<file path="config.mk">
export PLATFORM = sky130hd
export DESIGN_NAME = load_store_unit
export DESIGN_NICKNAME = d
export VERILOG_FILES = /design/src/rtl/lsu_pkg.sv /design/src/rtl/lsu_align.sv /design/src/rtl/load_store_unit.sv
export SDC_FILE = /design/constraint.sdc
export NUM_CORES = 1
export LEC_CHECK = 0
export CAP_MARGIN = 20
export CORE_ASPECT_RATIO = 1.5
export CORE_MARGIN = 5
export CORE_UTILIZATION = 50
export CTS_CLUSTER_DIAMETER = 40
export DETAILED_ROUTE_END_ITERATION = 10
export GPL_TIMING_DRIVEN = 0
export PLACE_DENSITY = 0.77
export RECOVER_POWER = 100
export SLEW_MARGIN = 40
export SYNTH_ARGS = -nofsm -noshare
export SYNTH_HDL_FRONTEND = slang
export SYNTH_HIERARCHICAL = 1
export SYNTH_SLANG_ARGS = --single-unit
</file>
<file path="constraint.sdc">
create_clock -name clk -period 4.65 [get_ports clk]
set_input_delay 1.1625 -clock clk [delete_from_list [all_inputs] [get_ports clk]]
set_output_delay 1.1625 -clock clk [all_outputs]
set_load 0.01 [all_outputs]
</file>
<file path="src/rtl/lsu_pkg.sv">
// Shared types and size helpers for the RV64 load/store unit.
package lsu_pkg;

    typedef enum logic [1:0] {
        IDLE = 2'd0,
        RD   = 2'd1,
        WR   = 2'd2,
        DONE = 2'd3
    } lsu_state_t;

    localparam logic [2:0] F3_B  = 3'b000;
    localparam logic [2:0] F3_H  = 3'b001;
    localparam logic [2:0] F3_W  = 3'b010;
    localparam logic [2:0] F3_D  = 3'b011;
    localparam logic [2:0] F3_BU = 3'b100;
    localparam logic [2:0] F3_HU = 3'b101;
    localparam logic [2:0] F3_WU = 3'b110;

    typedef logic [3:0] size_t;

    // Access width in bytes; zero marks the illegal encoding.
    function automatic size_t size_bytes(input logic [2:0] funct3);
        size_t n;
        case (funct3)
            F3_B, F3_BU: n = 4'd1;
            F3_H, F3_HU: n = 4'd2;
            F3_W, F3_WU: n = 4'd4;
            F3_D:        n = 4'd8;
            default:     n = 4'd0;
        endcase
        return n;
    endfunction

endpackage

</file>
<file path="src/rtl/lsu_align.sv">
// Byte-lane alignment: extracts and extends a load field, or merges store bytes into a doubleword.
module lsu_align
    import lsu_pkg::*;
(
    input  logic        do_merge,
    input  logic [2:0]  funct3,
    input  logic [2:0]  off,
    input  logic [63:0] old_word,
    input  logic [63:0] new_data,
    output logic [63:0] result
);

    logic [63:0] field_s;
    logic [63:0] placed_s;
    logic [7:0]  lane_mask_s;

    assign field_s     = old_word >> {off, 3'b000};
    assign placed_s    = new_data << {off, 3'b000};
    assign lane_mask_s = 8'((16'd1 << size_bytes(funct3)) - 16'd1) << off;

    // Merge replaces only the lanes covered by the access; extract shifts down and extends.
    always_comb begin
        result = 64'd0;
        if (do_merge) begin
            for (int i = 0; i < 8; i++) begin
                if (lane_mask_s[i]) begin
                    result[8*i +: 8] = placed_s[8*i +: 8];
                end else begin
                    result[8*i +: 8] = old_word[8*i +: 8];
                end
            end
        end else begin
            case (funct3)
                F3_B:    result = {{56{field_s[7]}}, field_s[7:0]};
                F3_H:    result = {{48{field_s[15]}}, field_s[15:0]};
                F3_W:    result = {{32{field_s[31]}}, field_s[31:0]};
                F3_BU:   result = {56'd0, field_s[7:0]};
                F3_HU:   result = {48'd0, field_s[15:0]};
                F3_WU:   result = {32'd0, field_s[31:0]};
                default: result = field_s;
            endcase
        end
    end

endmodule

</file>
<file path="src/rtl/load_store_unit.sv">
// Multicycle RV64 data-memory stage: sized loads, read-modify-write partial stores, fault detection.
module load_store_unit
    import lsu_pkg::*;
#(
    parameter int RD_LATENCY = 1
) (
    input  logic        clk,
    input  logic        rst,
    input  logic        start,
    input  logic        is_store,
    input  logic [2:0]  funct3,
    input  logic [63:0] addr,
    input  logic [63:0] store_data,
    output logic        busy,
    output logic        done,
    output logic        fault,
    output logic [63:0] load_data,
    output logic [63:0] mem_addr,
    output logic [63:0] mem_wdata,
    output logic        mem_wr,
    input  logic [63:0] mem_rdata
);

    localparam logic [7:0] LAT_M1 = 8'(RD_LATENCY - 1);

    lsu_state_t  state_r, state_next_s;
    logic [7:0]  cnt_r;
    logic        is_store_r;
    logic [2:0]  funct3_r;
    logic [2:0]  off_r;
    logic [63:0] store_data_r;
    logic        busy_r, done_r, fault_r, mem_wr_r;
    logic [63:0] load_data_r, mem_addr_r, mem_wdata_r;
    logic        illegal_s, misaligned_s, req_fault_s, store_d_s, accept_s, rd_last_s;
    logic [63:0] load_ext_s, merge_s;

    // Both align paths see the read data on the capture cycle, so results land on the RD exit edge.
    lsu_align u_load_align (
        .do_merge (1'b0),
        .funct3   (funct3_r),
        .off      (off_r),
        .old_word (mem_rdata),
        .new_data (64'd0),
        .result   (load_ext_s)
    );

    lsu_align u_store_align (
        .do_merge (1'b1),
        .funct3   (funct3_r),
        .off      (off_r),
        .old_word (mem_rdata),
        .new_data (store_data_r),
        .result   (merge_s)
    );

    // Classify the incoming request before it is accepted.
    always_comb begin
        illegal_s    = (funct3 == 3'b111) || (is_store && funct3[2]);
        misaligned_s = (addr[2:0] & 3'(size_bytes(funct3) - 4'd1)) != 3'd0;
        req_fault_s  = illegal_s || misaligned_s;
        store_d_s    = is_store && (funct3 == F3_D);
        accept_s     = (state_r == IDLE) && start;
        rd_last_s    = (state_r == RD) && (cnt_r == 8'd0);
    end

    // Next-state logic.
    always_comb begin
        state_next_s = state_r;
        case (state_r)
            IDLE: begin
                if (!start) begin
                    state_next_s = IDLE;
                end else if (req_fault_s) begin
                    state_next_s = DONE;
                end else if (store_d_s) begin
                    state_next_s = WR;
                end else begin
                    state_next_s = RD;
                end
            end
            RD: begin
                if (!rd_last_s) begin
                    state_next_s = RD;
                end else if (is_store_r) begin
                    state_next_s = WR;
                end else begin
                    state_next_s = DONE;
                end
            end
            WR:      state_next_s = DONE;
            DONE:    state_next_s = IDLE;
            default: state_next_s = IDLE;
        endcase
    end

    // State register.
    always_ff @(posedge clk or negedge rst) begin
        if (!rst) begin
            state_r <= IDLE;
        end else begin
            state_r <= state_next_s;
        end
    end

    // Registered outputs, request latches and read-latency counter.
    always_ff @(posedge clk or negedge rst) begin
        if (!rst) begin
            cnt_r        <= 8'd0;
            is_store_r   <= 1'b0;
            funct3_r     <= 3'd0;
            off_r        <= 3'd0;
            store_data_r <= 64'd0;
            busy_r       <= 1'b0;
            done_r       <= 1'b0;
            fault_r      <= 1'b0;
            mem_wr_r     <= 1'b0;
            load_data_r  <= 64'd0;
            mem_addr_r   <= 64'd0;
            mem_wdata_r  <= 64'd0;
        end else begin
            busy_r   <= (state_next_s != IDLE);
            done_r   <= (state_next_s == DONE);
            mem_wr_r <= (state_next_s == WR);
            fault_r  <= accept_s && req_fault_s;
            if (accept_s) begin
                is_store_r   <= is_store;
                funct3_r     <= funct3;
                off_r        <= addr[2:0];
                store_data_r <= store_data;
                mem_addr_r   <= {addr[63:3], 3'b000};
                cnt_r        <= LAT_M1;
                if (store_d_s && !req_fault_s) begin
                    mem_wdata_r <= store_data;
                end
            end else if (state_r == RD) begin
                if (rd_last_s) begin
                    if (is_store_r) begin
                        mem_wdata_r <= merge_s;
                    end else begin
                        load_data_r <= load_ext_s;
                    end
                end else begin
                    cnt_r <= cnt_r - 8'd1;
                end
            end
        end
    end

    assign busy      = busy_r;
    assign done      = done_r;
    assign fault     = fault_r;
    assign mem_wr    = mem_wr_r;
    assign load_data = load_data_r;
    assign mem_addr  = mem_addr_r;
    assign mem_wdata = mem_wdata_r;

endmodule

</file>
# ---- Word level (Yosys, flattened, before mapping)
# Cells that the tools add are included.
dict set report classes {
  reduce_logical 27
  muxes 25
  shifts 4
  eq_ne 20
  n_addsub 3
  bitwise_logic 3
}
# cell n
set ops {}
lappend ops {{64-bit one-hot mux with 6 select lines} 1}
lappend ops {{64-bit 2-to-1 mux} 5}
lappend ops {{8-bit 2-to-1 mux} 11}
lappend ops {{64-bit by 6-bit left shift with 64-bit output} 1}
lappend ops {{64-bit by 6-bit right shift with 64-bit output} 1}
lappend ops {{3-bit == test, second input constant} 7}
lappend ops {{4-bit one-hot mux with 4 select lines} 1}
lappend ops {{8-bit by 1-bit subtractor with 8-bit output, second input constant} 2}
lappend ops {{3-bit by 2-bit == test with 1-bit output, second input constant} 4}
lappend ops {{3-bit one-hot mux with 4 select lines} 1}
lappend ops {{2-bit OR reduction} 6}
lappend ops {{2-bit == test, second input constant} 4}
lappend ops {{8-bit logical NOT} 1}
lappend ops {{2-bit 2-to-1 mux} 4}
lappend ops {{2-bit one-hot mux with 4 select lines} 1}
lappend ops {{4-bit AND reduction} 2}
lappend ops {{2-bit nonzero test} 4}
lappend ops {{1-bit by 4-bit left shift with 8-bit output, first input constant} 1}
lappend ops {{8-bit by 3-bit left shift with 8-bit output} 1}
lappend ops {{3-bit by 1-bit == test with 1-bit output, second input constant} 2}
lappend ops {{1-bit logical AND} 6}
lappend ops {{3-bit logical NOT} 2}
lappend ops {{3-bit bitwise AND} 1}
lappend ops {{3-bit nonzero test} 1}
lappend ops {{10 further kinds} 12}
dict set report word_totals {
  reg_bits 274
  input_bits 199
  word_cells 95
  out_inout_bits 196
}

# ---- Logic depth before layout (Yosys ltp)
dict set report logic_depth {
  depth_word 11
  ltp_mapped 14
  depth_no_buf 13
}

# ---- By module
# Netlist, hierarchy kept.
# mod seq_area_each_um2 area_per_inst_um2 cells_per_inst instances
set modules_own_cells {}
lappend modules_own_cells {load_store_unit 6856.6 11024.3 1042 1}
lappend modules_own_cells {lsu_align 0.0 5327.6 770 2}

# ---- Least setup slack after synthesis
# No wires, ideal clock.
dict set report synth_timing {
  kind {reg-to-reg}
  start {register funct3_r[1]}
  end {register mem_wdata_r[16], in the netlist mem_wdata[16]}
  period_less_slack_ps 3250
  setup_ps 64
  required_time_ps 4586
  setup_slack_ps 1400
  n_path_buf 1
  arrival_time_ps 3185
  stages_incl_launch_ff 14
  path_cell_list {dfrtp_1 > ha_1 > clkbuf_1 > nand2_1 > ha_1 > xnor2_1 > mux2_2 > or2_2 > a21oi_2 > mux2_2 > a21oi_1 > inv_1 > o21ai_0 > mux2_2}
}
dict set report synth_between {
  elab_chain_len 11
  word_cells_on_any_way 19
  classes_between {add/sub (1); eq/ne (6); shift (2); mux (6); reduce/logical (4)}
}
# element line_no
set synth_rtl {}
lappend synth_rtl {{start, declared} load_store_unit.sv:29} ;# logic [2:0] funct3_r;
lappend synth_rtl {{start signal, assigned} load_store_unit.sv:127} ;# funct3_r <= funct3;
lappend synth_rtl {{3-bit by 2-bit == test with 1-bit output, or another cell as far along} lsu_pkg.sv:24} ;# case (funct3)
lappend synth_rtl {{2-bit OR reduction (on tied branches)} n/a}
lappend synth_rtl {{4-bit one-hot mux with 4 select lines *} lsu_pkg.sv:24}
lappend synth_rtl {{1-bit by 4-bit left shift with 8-bit output *} lsu_align.sv:19} ;# assign lane_mask_s = 8'((16'd1 << size_bytes(funct3)) - 16'd1) << off;
lappend synth_rtl {{8-bit by 1-bit subtractor with 8-bit output *} lsu_align.sv:19}
lappend synth_rtl {{8-bit by 3-bit left shift with 8-bit output *} n/a}
lappend synth_rtl {{8-bit 2-to-1 mux *} lsu_align.sv:26} ;# if (lane_mask_s[i]) begin
lappend synth_rtl {{net merge_s[16]} load_store_unit.sv:35} ;# logic [63:0] load_ext_s, merge_s;
lappend synth_rtl {{64-bit 2-to-1 mux *} load_store_unit.sv:137} ;# if (is_store_r) begin
lappend synth_rtl {{64-bit 2-to-1 mux *} load_store_unit.sv:136} ;# if (rd_last_s) begin
lappend synth_rtl {{64-bit 2-to-1 mux *} load_store_unit.sv:135} ;# end else if (state_r == RD) begin
lappend synth_rtl {{64-bit 2-to-1 mux *} load_store_unit.sv:125} ;# if (accept_s) begin
lappend synth_rtl {{end signal, assigned} load_store_unit.sv:133} ;# mem_wdata_r <= store_data;
lappend synth_rtl {{end signal, assigned} load_store_unit.sv:138} ;# mem_wdata_r <= merge_s;
lappend synth_rtl {{end, declared} load_store_unit.sv:33} ;# logic [63:0] load_data_r, mem_addr_r, mem_wdata_r;
# The timed path passes the listed nets; every way through them passes the cells marked *. The select of a mux whose other input is x is not followed.
# A chain may end at the register's enable or synchronous reset.

# ---- Worst setup path after layout
dict set report layout_timing {
  start {input port start}
  end {register mem_wdata_r[0], in the netlist mem_wdata[0]}
}
dict set report layout_between {
  elab_chain_len 3
  word_cells_on_any_way 7
  classes_between {eq/ne (1); mux (1); reduce/logical (5)}
}
# element line_no
set layout_rtl {}
lappend layout_rtl {{start, declared} load_store_unit.sv:9} ;# input logic start,
lappend layout_rtl {{1-bit logical AND *} load_store_unit.sv:62} ;# accept_s = (state_r == IDLE) && start;
lappend layout_rtl {{2-bit by 1-bit != test with 1-bit output (no source line) or 2-bit nonzero test (tied branches)} n/a}
lappend layout_rtl {{4-bit AND reduction (no source line)} n/a}
# Every way passes the cells marked *; elsewhere a longest branch is shown, timed or not.

==> impl_summary.txt <==
----------------------------------------------------
[Pwr]
  Leak pwr ... 12.6 nW
  Maximum ir drop on the vdd rail ... 0.000510 V
  Total power density per cell area ... 795 nW/um^2

[Placed design]
  Number of port buffers ... 391
  GPL Wtd Cong ... 1.08
  Post-DP Area ... 27200 sq um
  Dpl ws ... 219 ps
  Number of placed instances, taps included ... 3749
  Post-detail-place hpwl ... 84900 microns

[Route]
  Remaining routing DRC violations ... 0
  First-pass iteration count of the detailed router ... 8
  Drt wl/cell ... 29.2 microns
  Violation count after the first detailed-route iteration ... 3099
  Via count of the routed design ... 23866
  Routed Wire Length ... 111000 microns
  Post-route antenna net violation count ... 0
  Number of vias per cell after detailed routing ... 6.27

[Cells and area]
  Layout Area Growth over Synthesis ... 30.1%
  Layout fillers ... 3456
  Post-route non-filler standard cell count ... 3808
  Fin nets ... 3427
  Share of post-route cells with drive strength above 1 ... 13.3%
  Post-Layout Inst Area ... 28200 sq um
  Post-Route Utilization ... 65.7%

[Global routing]
  Maximum number of pins on one net before global-route repair ... 79
  Via count of the first global-routing pass ... 24493
  Sum of overflow across all layers after global routing ... 0
  Number of antenna violations at the first check in global routing ... 3
  Total track usage ... 44.6%
  Wire length of the first global-routing pass ... 160000 microns

[Flow run]
  Maximum Capacitance Violations ... 1

[Min path]
  Endpoint, Worst Hold ... mem_addr[4]
  Tightest Hold Check Type ... flip-flop to flip-flop
  Instance count along the most critical hold path ... 2
  Source of the worst hold timing path ... mem_addr[4]

[CTS]
  Clock slew seen by the registers of the worst setup and hold paths ... 70 ps
  Clock buffer depth ... 3
  Post-CTS Setup Repair Bufs ... 0
  Resize count post-CTS ... 0
  TritonCTS sink count ... 274
  Post-cts hold buffer count ... 0
  CTS tree ... built
  H-Tree Level Count ... 1
  Clock latency at the later pin of the worst-skew pair ... 590 ps
  Buffer type at the clock tree root ... sky130_fd_sc_hd__clkbuf_16
  CTS Buf Count ... 31

[STA]
  Worst slew margin ... -71.8%
  Actual transition at the worst max-transition pin ... 2580 ps
  Worst setup margin ... 142 ps
  Final period util ... 96.9%
  Final-layout worst hold slack ... 472 ps
  Unrepaired setup endpoints after global routing ... no
  Hold Violations, Final ... 0
  Final Max Tran Viols ... 50
  Endpoints failing setup ... 0
  Setup Skew ... 20.0 ps
  FMAX ... 0.222 GHz
  Minimum clock period ... 4510 ps

[Critical path]
  Cells along the critical path ... dlygate4sd3_1, nor3b_1, clkbuf_1, clkbuf_1, o21ai_0, mux2_1
  Element type at the critical path start ... input pin
  Maximum fanout along the worst path ... 10
  Crit-path slowest cell ... sky130_fd_sc_hd__nor3b_1
  End of the worst register-to-register path ... mem_wdata[16]
  Kind of end point of the critical path ... flip-flop
  Delay of the slowest critical-path stage ... 1180 ps
  Most common cell on crit path ... sky130_fd_sc_hd__clkbuf_1
  Startpoint of the worst-slack reg-to-reg timing path ... funct3_r[1]
  Worst reg2reg path depth ... 13
  Critical path arrival ... 4980 ps
  Setup CP Type ... input pin to flip-flop
  Required time worst endpoint ... 5120 ps
  Setup slack, reg-to-reg ... 160 ps

[Synth]
  Cell area after synthesis ... 21700 sq um
  Post-Synth XOR/XNOR Area ... 0.283%
  Area contributors post-synth ... sky130_fd_sc_hd__dfrtp_1, sky130_fd_sc_hd__mux2i_1, sky130_fd_sc_hd__mux2_2, sky130_fd_sc_hd__nand2_1, sky130_fd_sc_hd__a21oi_1
  Number of flops mapped to enable cells by yosys ... 0
  Average size of a mapped cell ... 8.40 sq um
  Proportion of synthesized flip-flops having asynchronous set or reset ... 100%
  Synth Area in Adders ... 0.866%
  Fraction of synthesized cell area taken by the top area cell type ... 31.6%
  Post-synthesis cell count ... 2582
  Combinational family with the most area after synthesis ... multiplexers
  Seq/Total Area, Yosys ... 31.6%
  Basic-gate share of the synthesized area counting and, or, nand and nor cells ... 16.8%
  Compound-Gate Fraction of Synth Area ... 18.9%
  Library cell occupying the most area in the post-synthesis netlist ... sky130_fd_sc_hd__dfrtp_1
  Yosys warns ... 6
  Most used flip-flop cell after synthesis ... sky130_fd_sc_hd__dfrtp_1
  Number of library cell types mapped by synthesis ... 74
  Synth Register Bits ... 274
  Post-synthesis mux area share ... 24.9%

[Die]
  Number of top-level pins ... 395
  Die boundary height ... 265 microns
  Effective utilization at floorplan ... 50.5%
  Die footprint ... 47700 sq um
  Count of standard-cell rows ... 93
  Die width ... 180 microns
  Area of the core ... 42900 sq um

[Outcome]
  Result of the run ... finished with violations
  Violations in the final reports ... capacitance limit, slew limit

----------------------------------------------------
## area by class of cell
| type | instances | area, sq um | share of cell area, % |
|---|---|---|---|
| repair buffers | 395 | 3930 | 13.9 |
| multi-input cells | 2195 | 14200 | 50.2 |
| well taps | 570 | 713 | 2.53 |
| clock inverters | 17 | 285 | 1.01 |
| flip-flops and latches | 274 | 6860 | 24.3 |
| plain buffers | 205 | 997 | 3.54 |
| inverters | 111 | 417 | 1.48 |
| diodes | 1 | 2.50 | 0.00887 |
| clock buffers | 40 | 840 | 2.98 |
## cell families (layout without fill, tap and decap cells)
| family | Yosys count | count (layout) |
|---|---|---|
| compound gates | 652 | 652 |
| simple gates | 858 | 858 |
| buf+inv | 316 | 768 |
| mux | 458 | 458 |
| flops | 274 | 274 |
| other cells | 2 | 206 |
| fa+ha+maj | 15 | 15 |
| xor+xnor | 7 | 7 |
## sequential cells by signal (all words and copies together) (netlist names)
signal,count
cnt_r,8
done,1
busy,1
mem_wr,1
state_r,2
fault,1
mem_wdata,64
load_data,64
off_r,3
funct3_r,3
store_data_r,64
is_store_r,1
mem_addr,61
## worst max-delay path: cells and delay by family
| family | cells | cell delay [ps] |
|---|---|---|
| buf+inv | 3 | 1980 |
| compound gates | 1 | 280 |
| simple gates | 1 | 1180 |
| mux | 1 | 370 |
## through the flow
stage / total power, mW / TNS, ps
finish: 22.4 / 0
global route: 23.2 / 0
CTS: 21.9 / 0
detailed placement: 19.0 / 0
global placement: 18.7 / -2418870
floorplan: 13.1 / 0
## per-layer routing
layer  GRT usage (%)  up-vias  share of wire (%)
met5           0.300        -              0.012
met4            41.9        2                 12
met3            11.4      639                9.5
met2            76.2     1795                 47
met1            43.8    11247                 31
li1                -    10183                  -
## worst max-delay path by stage
stage	slack, ps	to	start
floorplan	1400	mem_wdata[16]	funct3_r[1]
global placement	-8870	load_data[47]	rst
detailed placement	220	load_data[57]	mem_rdata[63]
CTS	320	mem_wdata[16]	funct3_r[1]
global route	100	mem_wdata[17]	funct3_r[1]
finish	140	mem_wdata[0]	start
## where the power goes
part / leakage (nW) / internal, mW / switching [mW]
sequential: 3.32 / 3.52 / 1.14
combinational: 8.77 / 5.93 / 9.14
clock: 0.539 / 1.58 / 1.11
## synthesized netlist by cell type (5+ instances only)
cell	number
sky130_fd_sc_hd__buf_4	17
sky130_fd_sc_hd__inv_1	109
sky130_fd_sc_hd__xnor2_1	5
sky130_fd_sc_hd__nand2b_1	14
sky130_fd_sc_hd__a211o_1	5
sky130_fd_sc_hd__nor2_1	192
sky130_fd_sc_hd__buf_2	59
sky130_fd_sc_hd__mux4_2	46
sky130_fd_sc_hd__nor3b_1	17
sky130_fd_sc_hd__mux2_2	182
sky130_fd_sc_hd__buf_6	14
sky130_fd_sc_hd__clkbuf_1	84
sky130_fd_sc_hd__ha_1	15
sky130_fd_sc_hd__nand3_1	12
sky130_fd_sc_hd__a2bb2oi_1	6
sky130_fd_sc_hd__o211ai_1	6
sky130_fd_sc_hd__or4_1	5
sky130_fd_sc_hd__nand2_1	534
sky130_fd_sc_hd__and2_1	7
sky130_fd_sc_hd__o21ba_2	14
sky130_fd_sc_hd__or2_2	6
sky130_fd_sc_hd__a21oi_1	253
sky130_fd_sc_hd__o21ai_0	130
sky130_fd_sc_hd__o21a_1	16
sky130_fd_sc_hd__o22ai_1	78
sky130_fd_sc_hd__dfrtp_1	274
sky130_fd_sc_hd__or3_1	6
sky130_fd_sc_hd__a31oi_1	5
sky130_fd_sc_hd__a22oi_1	20
sky130_fd_sc_hd__mux2_1	13
sky130_fd_sc_hd__o221a_2	32
sky130_fd_sc_hd__a211oi_1	44
sky130_fd_sc_hd__buf_1	27
sky130_fd_sc_hd__nor2b_1	33
sky130_fd_sc_hd__nor3_1	6
sky130_fd_sc_hd__mux2i_1	217
## cells in the final DEF (no fill, tap or decap), drive strengths merged, types with 32 or more instances in the layout
cell | synthesis | routed
o22ai | 79 | 79
clkdlybuf4s50 | 0 | 192
dlygate4sd3 | 0 | 197
buf | 117 | 95
nor2 | 192 | 192
mux2i | 217 | 217
a21oi | 257 | 257
clkbuf | 88 | 156
mux4 | 46 | 46
a211oi | 46 | 46
mux2 | 195 | 195
inv | 109 | 111
conb | 2 | 205
dfrtp | 274 | 274
nor2b | 35 | 35
o21ai | 130 | 130
nand2 | 534 | 534
o221a | 32 | 32
(Power assumes the default switching activity.)
